### src/rtl/avg_pkg.sv
// Shared constants and types for the vector-generator state sequencer.
// Action codes are the nibble values stored in the 256x4 state PROM.
package avg_pkg;

    localparam int PROM_AW = 8;
    localparam int PROM_DW = 4;

    localparam logic [PROM_DW-1:0] ACT_LATCH0 = 4'd0;
    localparam logic [PROM_DW-1:0] ACT_LATCH1 = 4'd1;
    localparam logic [PROM_DW-1:0] ACT_LATCH2 = 4'd2;
    localparam logic [PROM_DW-1:0] ACT_LATCH3 = 4'd3;
    localparam logic [PROM_DW-1:0] ACT_OPLD   = 4'd4;
    localparam logic [PROM_DW-1:0] ACT_DRAW   = 4'd5;
    localparam logic [PROM_DW-1:0] ACT_JMP    = 4'd6;
    localparam logic [PROM_DW-1:0] ACT_HALT   = 4'd7;

    typedef enum logic [2:0] {
        FSM_HALT,
        FSM_ADDR,
        FSM_LOOK,
        FSM_EXEC,
        FSM_MEM,
        FSM_DRAWW
    } avg_fsm_e;

endpackage

### src/rtl/avg_latch_bank.sv
// Four program-byte latches feeding the vector timer/DAC word, the jump
// target and the opcode field.
module avg_latch_bank
    import avg_pkg::*;
#(
    parameter int PC_W = 13
)
(
    input  logic            clk,
    input  logic            reset,
    input  logic            ld,
    input  logic [1:0]      idx,
    input  logic [7:0]      din,
    output logic [31:0]     vec_word,
    output logic [PC_W-1:0] jmp_tgt,
    output logic [2:0]      op_bits
);

    logic [7:0] lat [4];

    always_ff @(posedge clk) begin
        if (reset) begin
            for (int i = 0; i < 4; i++) lat[i] <= '0;
        end else if (ld) begin
            lat[idx] <= din;
        end
    end

    assign vec_word = {lat[3], lat[2], lat[1], lat[0]};
    // Jump target is a word address; the cast fits it to the PC width.
    assign jmp_tgt  = PC_W'({lat[1][4:0], lat[0], 1'b0});
    assign op_bits  = lat[1][7:5];

endmodule

### src/rtl/avg_sequencer.sv
// Vector-generator sequencer: steps the external state PROM and executes
// the action each returned state encodes (latch, opcode, jump, draw, halt).
module avg_sequencer
    import avg_pkg::*;
#(
    parameter int PC_W = 13
)
(
    input  logic               clk,
    input  logic               reset,
    input  logic               ce,
    input  logic               vg_go,
    input  logic               vg_rst,
    input  logic [PC_W-1:0]    start_addr,
    output logic [PROM_AW-1:0] prom_addr,
    input  logic [PROM_DW-1:0] prom_data,
    output logic               vram_req,
    output logic [PC_W-1:0]    vram_addr,
    input  logic               vram_ack,
    input  logic [7:0]         vram_data,
    output logic               draw_go,
    input  logic               draw_done,
    output logic [31:0]        vec_word,
    output logic               halted
);

    avg_fsm_e           fsm, fsm_nxt;
    logic [PROM_DW-1:0] state;
    logic [2:0]         opcode;
    logic [PC_W-1:0]    pc;
    logic [PC_W-1:0]    jmp_tgt;
    logic [2:0]         op_bits;

    logic go_start, ld_prom, ld_state, ld_op, do_jmp;
    logic req_set, mem_done, draw_set, halt_set;

    avg_latch_bank #(.PC_W(PC_W)) u_latch (
        .clk      (clk),
        .reset    (reset),
        .ld       (mem_done),
        .idx      (state[1:0]),
        .din      (vram_data),
        .vec_word (vec_word),
        .jmp_tgt  (jmp_tgt),
        .op_bits  (op_bits)
    );

    assign vram_addr = pc;

    always_ff @(posedge clk) begin
        if (reset) fsm <= FSM_HALT;
        else       fsm <= fsm_nxt;
    end

    // vg_rst and vg_go bypass ce; everything else advances only when enabled.
    always_comb begin
        fsm_nxt  = fsm;
        go_start = 1'b0;
        ld_prom  = 1'b0;
        ld_state = 1'b0;
        ld_op    = 1'b0;
        do_jmp   = 1'b0;
        req_set  = 1'b0;
        mem_done = 1'b0;
        draw_set = 1'b0;
        halt_set = 1'b0;
        if (vg_rst) begin
            fsm_nxt = FSM_HALT;
        end else if (fsm == FSM_HALT) begin
            if (vg_go) begin
                go_start = 1'b1;
                fsm_nxt  = FSM_ADDR;
            end
        end else if (ce) begin
            case (fsm)
                FSM_ADDR: begin
                    ld_prom = 1'b1;
                    fsm_nxt = FSM_LOOK;
                end
                FSM_LOOK: begin
                    ld_state = 1'b1;
                    fsm_nxt  = FSM_EXEC;
                end
                FSM_EXEC: begin
                    case (state)
                        ACT_LATCH0, ACT_LATCH1, ACT_LATCH2, ACT_LATCH3: begin
                            req_set = 1'b1;
                            fsm_nxt = FSM_MEM;
                        end
                        ACT_OPLD: begin
                            ld_op   = 1'b1;
                            fsm_nxt = FSM_ADDR;
                        end
                        ACT_DRAW: begin
                            draw_set = 1'b1;
                            fsm_nxt  = FSM_DRAWW;
                        end
                        ACT_JMP: begin
                            do_jmp  = 1'b1;
                            fsm_nxt = FSM_ADDR;
                        end
                        ACT_HALT: begin
                            halt_set = 1'b1;
                            fsm_nxt  = FSM_HALT;
                        end
                        default: fsm_nxt = FSM_ADDR;
                    endcase
                end
                FSM_MEM: begin
                    if (vram_ack) begin
                        mem_done = 1'b1;
                        fsm_nxt  = FSM_ADDR;
                    end
                end
                // A done level seen during the pulse cycle belongs to the previous draw.
                FSM_DRAWW: begin
                    if (draw_done && !draw_go) fsm_nxt = FSM_ADDR;
                end
                default: fsm_nxt = FSM_HALT;
            endcase
        end
    end

    always_ff @(posedge clk) begin
        if (reset) begin
            halted    <= 1'b1;
            prom_addr <= 8'h80;
            pc        <= '0;
            state     <= '0;
            opcode    <= '0;
            vram_req  <= 1'b0;
            draw_go   <= 1'b0;
        end else begin
            draw_go <= draw_set;
            if (vg_rst) begin
                halted   <= 1'b1;
                vram_req <= 1'b0;
            end else begin
                if (go_start) begin
                    pc     <= start_addr;
                    halted <= 1'b0;
                    state  <= '0;
                    opcode <= '0;
                end
                if (ld_prom)  prom_addr <= {halted, opcode, state};
                if (ld_state) state     <= prom_data;
                if (ld_op)    opcode    <= op_bits;
                if (do_jmp)   pc        <= jmp_tgt;
                if (req_set)  vram_req  <= 1'b1;
                if (mem_done) begin
                    pc       <= pc + PC_W'(1);
                    vram_req <= 1'b0;
                end
                if (halt_set) halted <= 1'b1;
            end
        end
    end

endmodule

### config.mk
export PLATFORM = sky130hd
export DESIGN_NAME = avg_sequencer
export DESIGN_NICKNAME = d
export VERILOG_FILES = /design/src/rtl/avg_pkg.sv /design/src/rtl/avg_latch_bank.sv /design/src/rtl/avg_sequencer.sv
export SDC_FILE = /design/constraint.sdc
export NUM_CORES = 1
export LEC_CHECK = 0
export CAP_MARGIN = 5
export CORE_ASPECT_RATIO = 0.5
export CORE_UTILIZATION = 49
export CTS_BUF_LIST = sky130_fd_sc_hd__clkbuf_8 sky130_fd_sc_hd__clkbuf_16
export CTS_CLUSTER_DIAMETER = 200
export DETAILED_ROUTE_END_ITERATION = 8
export PLACE_DENSITY_LB_ADDON = 0.05
export SLEW_MARGIN = 20
export SYNTH_ARGS = -nofsm -noshare
export SYNTH_HDL_FRONTEND = slang
export SYNTH_HIERARCHICAL = 1
export SYNTH_SLANG_ARGS = --single-unit
### constraint.sdc
create_clock -name clk -period 2.64 [get_ports clk]
set_input_delay 0.396 -clock clk [delete_from_list [all_inputs] [get_ports clk]]
set_output_delay 0.396 -clock clk [all_outputs]
set_load 0.05 [all_outputs]
After elaboration in Yosys (flattened, before gate mapping)
Memories as Yosys holds them, arrays and structs flattened.
Cells that the tools add are included.
Operators by class
  $add $sub $neg: 1
  equal/unequal tests: 15
  muxes and demuxes: 59
  bitwise gates (word level): 3
  reduce and logical (&&, ||, !) cells: 19
Operators by type and width (number)
  $mux 1: 43
  $mux 13: 3
  $mux 3: 7
  $eq 4x3->1 const B: 4
  $pmux 3 s5: 1
  $add 13x1->13 const B: 1
  $pmux 3 s3: 1
  $eq 4x2->1 const B: 2
  $mux 4: 2
  $mux 8: 1
  $reduce_and 2->1: 4
  $reduce_or 8->1: 1
  $eq 3x2->1 const B: 2
  $eq 3x3->1 const B: 2
  $ne 3x3->1 const B: 2
  $reduce_bool 2->1: 3
  $reduce_or 3->1: 2
  $reduce_or 5->1: 1
  $eq 4x1->1 const B: 1
  $logic_not 4->1: 1
  $reduce_and 4->1: 1
  $reduce_or 4->1: 1
  $eq 3x1->1 const B: 1
  $logic_not 3->1: 1
  7 further kinds: 9
Word-level totals
  bits in registers: 34
  bits in writable memories: 32
  input bits: 32
  output and inout bits: 56
  word-level logic and storage cells: 106
  memories: 1
Memories
  u_latch.lat: words 4, width 8, rd ports 4, clocked after memory_dff 0, wr ports 4, RTL line avg_latch_bank.sv:19  | logic [7:0] lat [4];

Logic depth before layout (Yosys ltp)
  word-level depth: 10
  mapped depth: 9
  gate-level depth less buffers: 6

Modules after synthesis
Netlist, hierarchy kept.
Modules (own cells, without submodules)
  avg_sequencer: instances 1, cells each 238, area each 1906.8 um^2, sequential area each 680.7 um^2
  avg_latch_bank: instances 1, cells each 91, area each 1383.8 um^2, sequential area each 960.9 um^2

Worst setup path before layout
No wires, ideal clock.
  path type: reg-to-reg
  start point: reg fsm[1]
  end point: mem u_latch.lat[0][0], data pin
  library setup time: 132 ps
  arrival: 1871 ps
  required time: 2508 ps
  slack: 637 ps
  stages on the path, launching flop included: 9
  buffers on the path: 3
  period minus slack after synthesis: 2003 ps
  path through: dfxtp_1 > buf_6 > or3b_1 > or2_1 > buf_6 > inv_1 > buf_2 > nor4b_4 > and2_1
RTL lines
  start, declared: RTL line avg_sequencer.sv:27  | avg_fsm_e fsm, fsm_nxt;
  start signal, assigned: RTL line avg_sequencer.sv:52  | else fsm <= fsm_nxt;
  end, declared: RTL line avg_latch_bank.sv:19

Worst setup path in the final report
  start point: reg fsm[2]
  end point: reg pc[9] (netlist: vram_addr[9])
On the way
  cells in the longest elaborated chain, start to end: 7
  elaborated cells on any way between the ends: 17
  those cells by class: 2 x eq/ne; 12 x mux; 3 x reduce/logical
RTL lines
  $eq 3x2->1 or $eq 3x3->1 (tied branches): RTL line avg_sequencer.sv:75  | case (fsm)
  $mux 1: RTL line avg_sequencer.sv:75
  $mux 1: RTL line avg_sequencer.sv:74  | end else if (ce) begin
  $mux 1: RTL line avg_sequencer.sv:69  | end else if (fsm == FSM_HALT) begin
  $mux 1: RTL line avg_sequencer.sv:67  | if (vg_rst) begin
  $reduce_bool 3->1 (no line) or $mux 13 (tied branches)
  $reduce_and 2->1 (no line) or $mux 13 (tied branches)
  end signal, assigned: RTL line avg_sequencer.sv:140  | pc <= start_addr;
  end signal, assigned: RTL line avg_sequencer.sv:148  | if (do_jmp) pc <= jmp_tgt;
  end signal, assigned: RTL line avg_sequencer.sv:151  | pc <= pc + PC_W'(1);
  end, declared: RTL line avg_sequencer.sv:30  | logic [PC_W-1:0] pc;
Several ways; a longest one is shown, not always the timed one.
A chain may end at the register's enable or synchronous reset.

==> impl_metrics.env <==
export IMPL_outcome="finished clean"
export IMPL_ios=88
export IMPL_cts_sinks=66
export IMPL_grt_ovfl_total=0
export IMPL_antenna_left=0
export IMPL_synthDistinctLibCells=59
export IMPL_drt_initial_drc_count=200
export IMPL_wl_mm=8.06
export IMPL_post_route_period_util_pct=83.2
export IMPL_cts_buffer_depth=2
export IMPL_initial_core_util_pct=52.4
export IMPL_cts_buffers=9
export IMPL_ys_ff_latch=66
export IMPL_dieHeight_microns=59.9
export IMPL_vias_per_cell=5.46
export IMPL_postCtsSetupRepairBufs=0
export IMPL_skew_ns=0.00497
export IMPL_nets=435
export IMPL_finalSetupViolations=0
export IMPL_ff_latch_area_sq_mm=0.00164
export IMPL_layout_drive_gt1_share_pct=8.60
export IMPL_reg2reg_to="vram_addr[9]"
export IMPL_async_flop_share_pct=0
export IMPL_critPathLaunchType="flip-flop"
export IMPL_hold_buffers=0
export IMPL_clk_pin_slew_ns=0.05
export IMPL_holdPathStages=1
export IMPL_r2r_setup_slack_ns=0.44
export IMPL_cts_root_buffer_cell="clkbuf_16"
export IMPL_min_from="prom_addr[7]"
export IMPL_area_growth_pct=33.5
export IMPL_power_leakage_nw=1.66
export IMPL_rsz0062_at_grt="no"
export IMPL_slew_headroom_pct=64.8
export IMPL_cts_max_level=3
export IMPL_rows=20
export IMPL_grt_pass1_vias=2512
export IMPL_fin_ws_ns=0.444
export IMPL_dieArea_sq_mm=0.00707
export IMPL_dr_pass1_iters=4
export IMPL_cp_max_fo=27
export IMPL_max_freq_mhz=455
export IMPL_insertedDiodeCount=0
export IMPL_drc=0
export IMPL_grt_total_usage_pct=24.1
export IMPL_nFillCells=473
export IMPL_core_area_sq_mm=0.00628
export IMPL_grt_pass1_wl_mm=12.6
export IMPL_worstSkewPairLatency_ns=0.33
export IMPL_gp_congestion=0.814
export IMPL_netlist_area_sq_mm=0.00329
export IMPL_syn_nets=362
export IMPL_hold_path_end="prom_addr[7]"
export IMPL_criticalPathCategory="reg2reg"
export IMPL_synth_edff_count=32
export IMPL_syn_inst=329
export IMPL_grt_max_degree=28
export IMPL_ys_warn_count=6
export IMPL_numPortBuffers=87
export IMPL_die_w_microns=118
export IMPL_rr_startpoint="fsm[2]"
export IMPL_place_hpwl_mm=5.85
export IMPL_rr_worst_depth=6
export IMPL_period_needed_ns=2.20
export IMPL_required_ns=2.87
export IMPL_drv_slew=0
export IMPL_fin_tns_setup_ns=0
export IMPL_synth_avg_cell_area_sq_um=10.0
export IMPL_ys_flop_type="dfxtp_1"
export IMPL_cts_resized=0
export IMPL_wl_per_cell_microns=16.3
export IMPL_cts_tree="yes"
export IMPL_tightest_slew_ns=0.526
export IMPL_pre_cts_slack_ns=0.184
export IMPL_ir_worst_vdd_mv=0.417
export IMPL_ys_seq_area_share_pct=49.9
export IMPL_cp_end_kind="flip-flop"
export IMPL_powerDensity_mw_per_mm2=569
export IMPL_route_vias_total=2701
export IMPL_antenna_found_initial=0
export IMPL_final_hold_viol_count=0
export IMPL_hold_path_class="reg2reg"
export IMPL_drv_cap=0
export IMPL_multi_input_area_sq_mm=0.00139
export IMPL_arrival_ns=2.42
-- worst max path at each step --
stage	startpoint	endpoint	slack, ns	cells past startpoint
after detailed placement	ce	vram_addr[8]	0.18	7
after global placement	ce	vram_addr[3]	0.21	6
after floorplan	fsm[1]	u_latch/lat[0][0]	0.64	8
after global routing	fsm[2]	vram_addr[12]	0.31	6
final	fsm[2]	vram_addr[9]	0.44	6
after CTS	fsm[2]	vram_addr[9]	0.48	6
-- Yosys cell counts (3+ instances only) --
library cell	n	area share [%]
buf_2	4	0.61
a31o_2	4	1.1
dfxtp_1	34	21
o311a_1	3	0.91
edfxtp_1	32	29
mux2i_1	6	1.8
buf_4	16	3.7
nand3b_1	4	0.91
nand2b_1	4	0.76
buf_6	3	1.0
nand3_1	12	1.8
inv_1	13	1.5
a211oi_1	4	0.91
nor3_1	4	0.61
and2_1	33	6.3
nand4_1	4	0.76
a31oi_1	4	0.76
a22oi_1	6	1.4
o21ai_0	7	1.1
or2_2	3	0.57
and3_1	4	0.76
a21oi_1	18	2.7
o211ai_1	4	0.91
nor2_1	29	3.3
clkbuf_1	11	1.3
o32ai_1	3	0.80
nand2_1	16	1.8
nor2b_1	3	0.57
-- metrics by stage --
stage | instance area, sq um | std cells | utilization (%) | total power, mW | hold WS (ns)
final | 4390 | 495 | 70.0 | 2.50 | 0.466
after global routing | 4390 | 495 | 70.0 | 2.58 | 0.487
after CTS | 4390 | 495 | 70.0 | 2.51 | 0.470
after detailed placement | 4140 | 479 | 65.9 | 1.50 | 0.463
after global placement | 4140 | 479 | 65.9 | 1.50 | 0.443
after floorplan | 3290 | 329 | - | 1.37 | 0.461
-- logic make-up (layout without fill, tap and decap cells) --
logic type	Yosys count	in the layout	synth area share [%]
AOI/OAI and AO/OA	69	69	14.9
xor gates and xnor gates	3	3	0.799
adders and majority gates	1	1	0.380
buffers and inverters	47	125	8.02
DFF	66	66	49.9
muxes	8	8	2.51
other	1	1	0.114
and+or+nand+nor	134	134	23.4
-- where the power goes --
part	leakage, nW	total [mW]	switching, mW	internal, mW
clock	0.140	1.01	0.399	0.616
combinational	0.914	0.343	0.204	0.138
sequential	0.606	1.14	0.0345	1.11
-- worst max-delay path, cell delays in order, from the launching register on --
cell and delay, ns:
dfxtp_1 0.51, or3b_1 0.40, or2_1 0.28, buf_12 0.17, a31oi_2 0.27, nand2_1 0.27, o32ai_1 0.18
-- flip-flops by register name (all words and copies together), names as in the netlist --
| name | flops |
|---|---|
| fsm | 3 |
| halted | 1 |
| opcode | 3 |
| u_latch/lat | 32 |
| draw_go | 1 |
| vram_req | 1 |
| state | 4 |
| vram_addr | 13 |
| prom_addr | 8 |
-- layout by cell type, fill, tap and decap left out, types with 3 or more instances in the layout --
| cell type | instances |
|---|---|
| clkdlybuf4s50_1 | 87 |
| dfxtp_1 | 34 |
| and2_1 | 33 |
| edfxtp_1 | 32 |
| nor2_1 | 29 |
| a21oi_1 | 18 |
| inv_1 | 17 |
| nand2_1 | 16 |
| nand3_1 | 12 |
| clkbuf_16 | 9 |
| buf_4 | 8 |
| o21ai_0 | 7 |
| mux2i_1 | 6 |
| a22oi_1 | 6 |
| nand3b_1 | 4 |
| and3_1 | 4 |
| a31oi_1 | 4 |
| nand2b_1 | 4 |
| a211oi_1 | 4 |
| o211ai_1 | 4 |
| nor3_1 | 4 |
| nand4_1 | 4 |
| a31o_2 | 4 |
| o311a_1 | 3 |
| o32ai_1 | 3 |
| nor2b_1 | 3 |
| or2_2 | 3 |
-- layer usage --
layer  up-vias  share of wire [%]  GRT usage, %
li1       1318                  -             -
met1      1265                 45          31.4
met2       106                 45          39.2
met3        12                8.5          7.25
met4         0                1.2          7.33
met5         -                  0             0
-- cell type report --
cell class	count	share of cell area, %
clock buffers	9	5.13
clock inverters	7	0.740
inverters	13	1.11
multi-input cells	216	31.5
flip-flops and latches	66	37.4
well taps	88	2.51
repair buffers	96	21.6
Power figures use the tool's default switching activity.
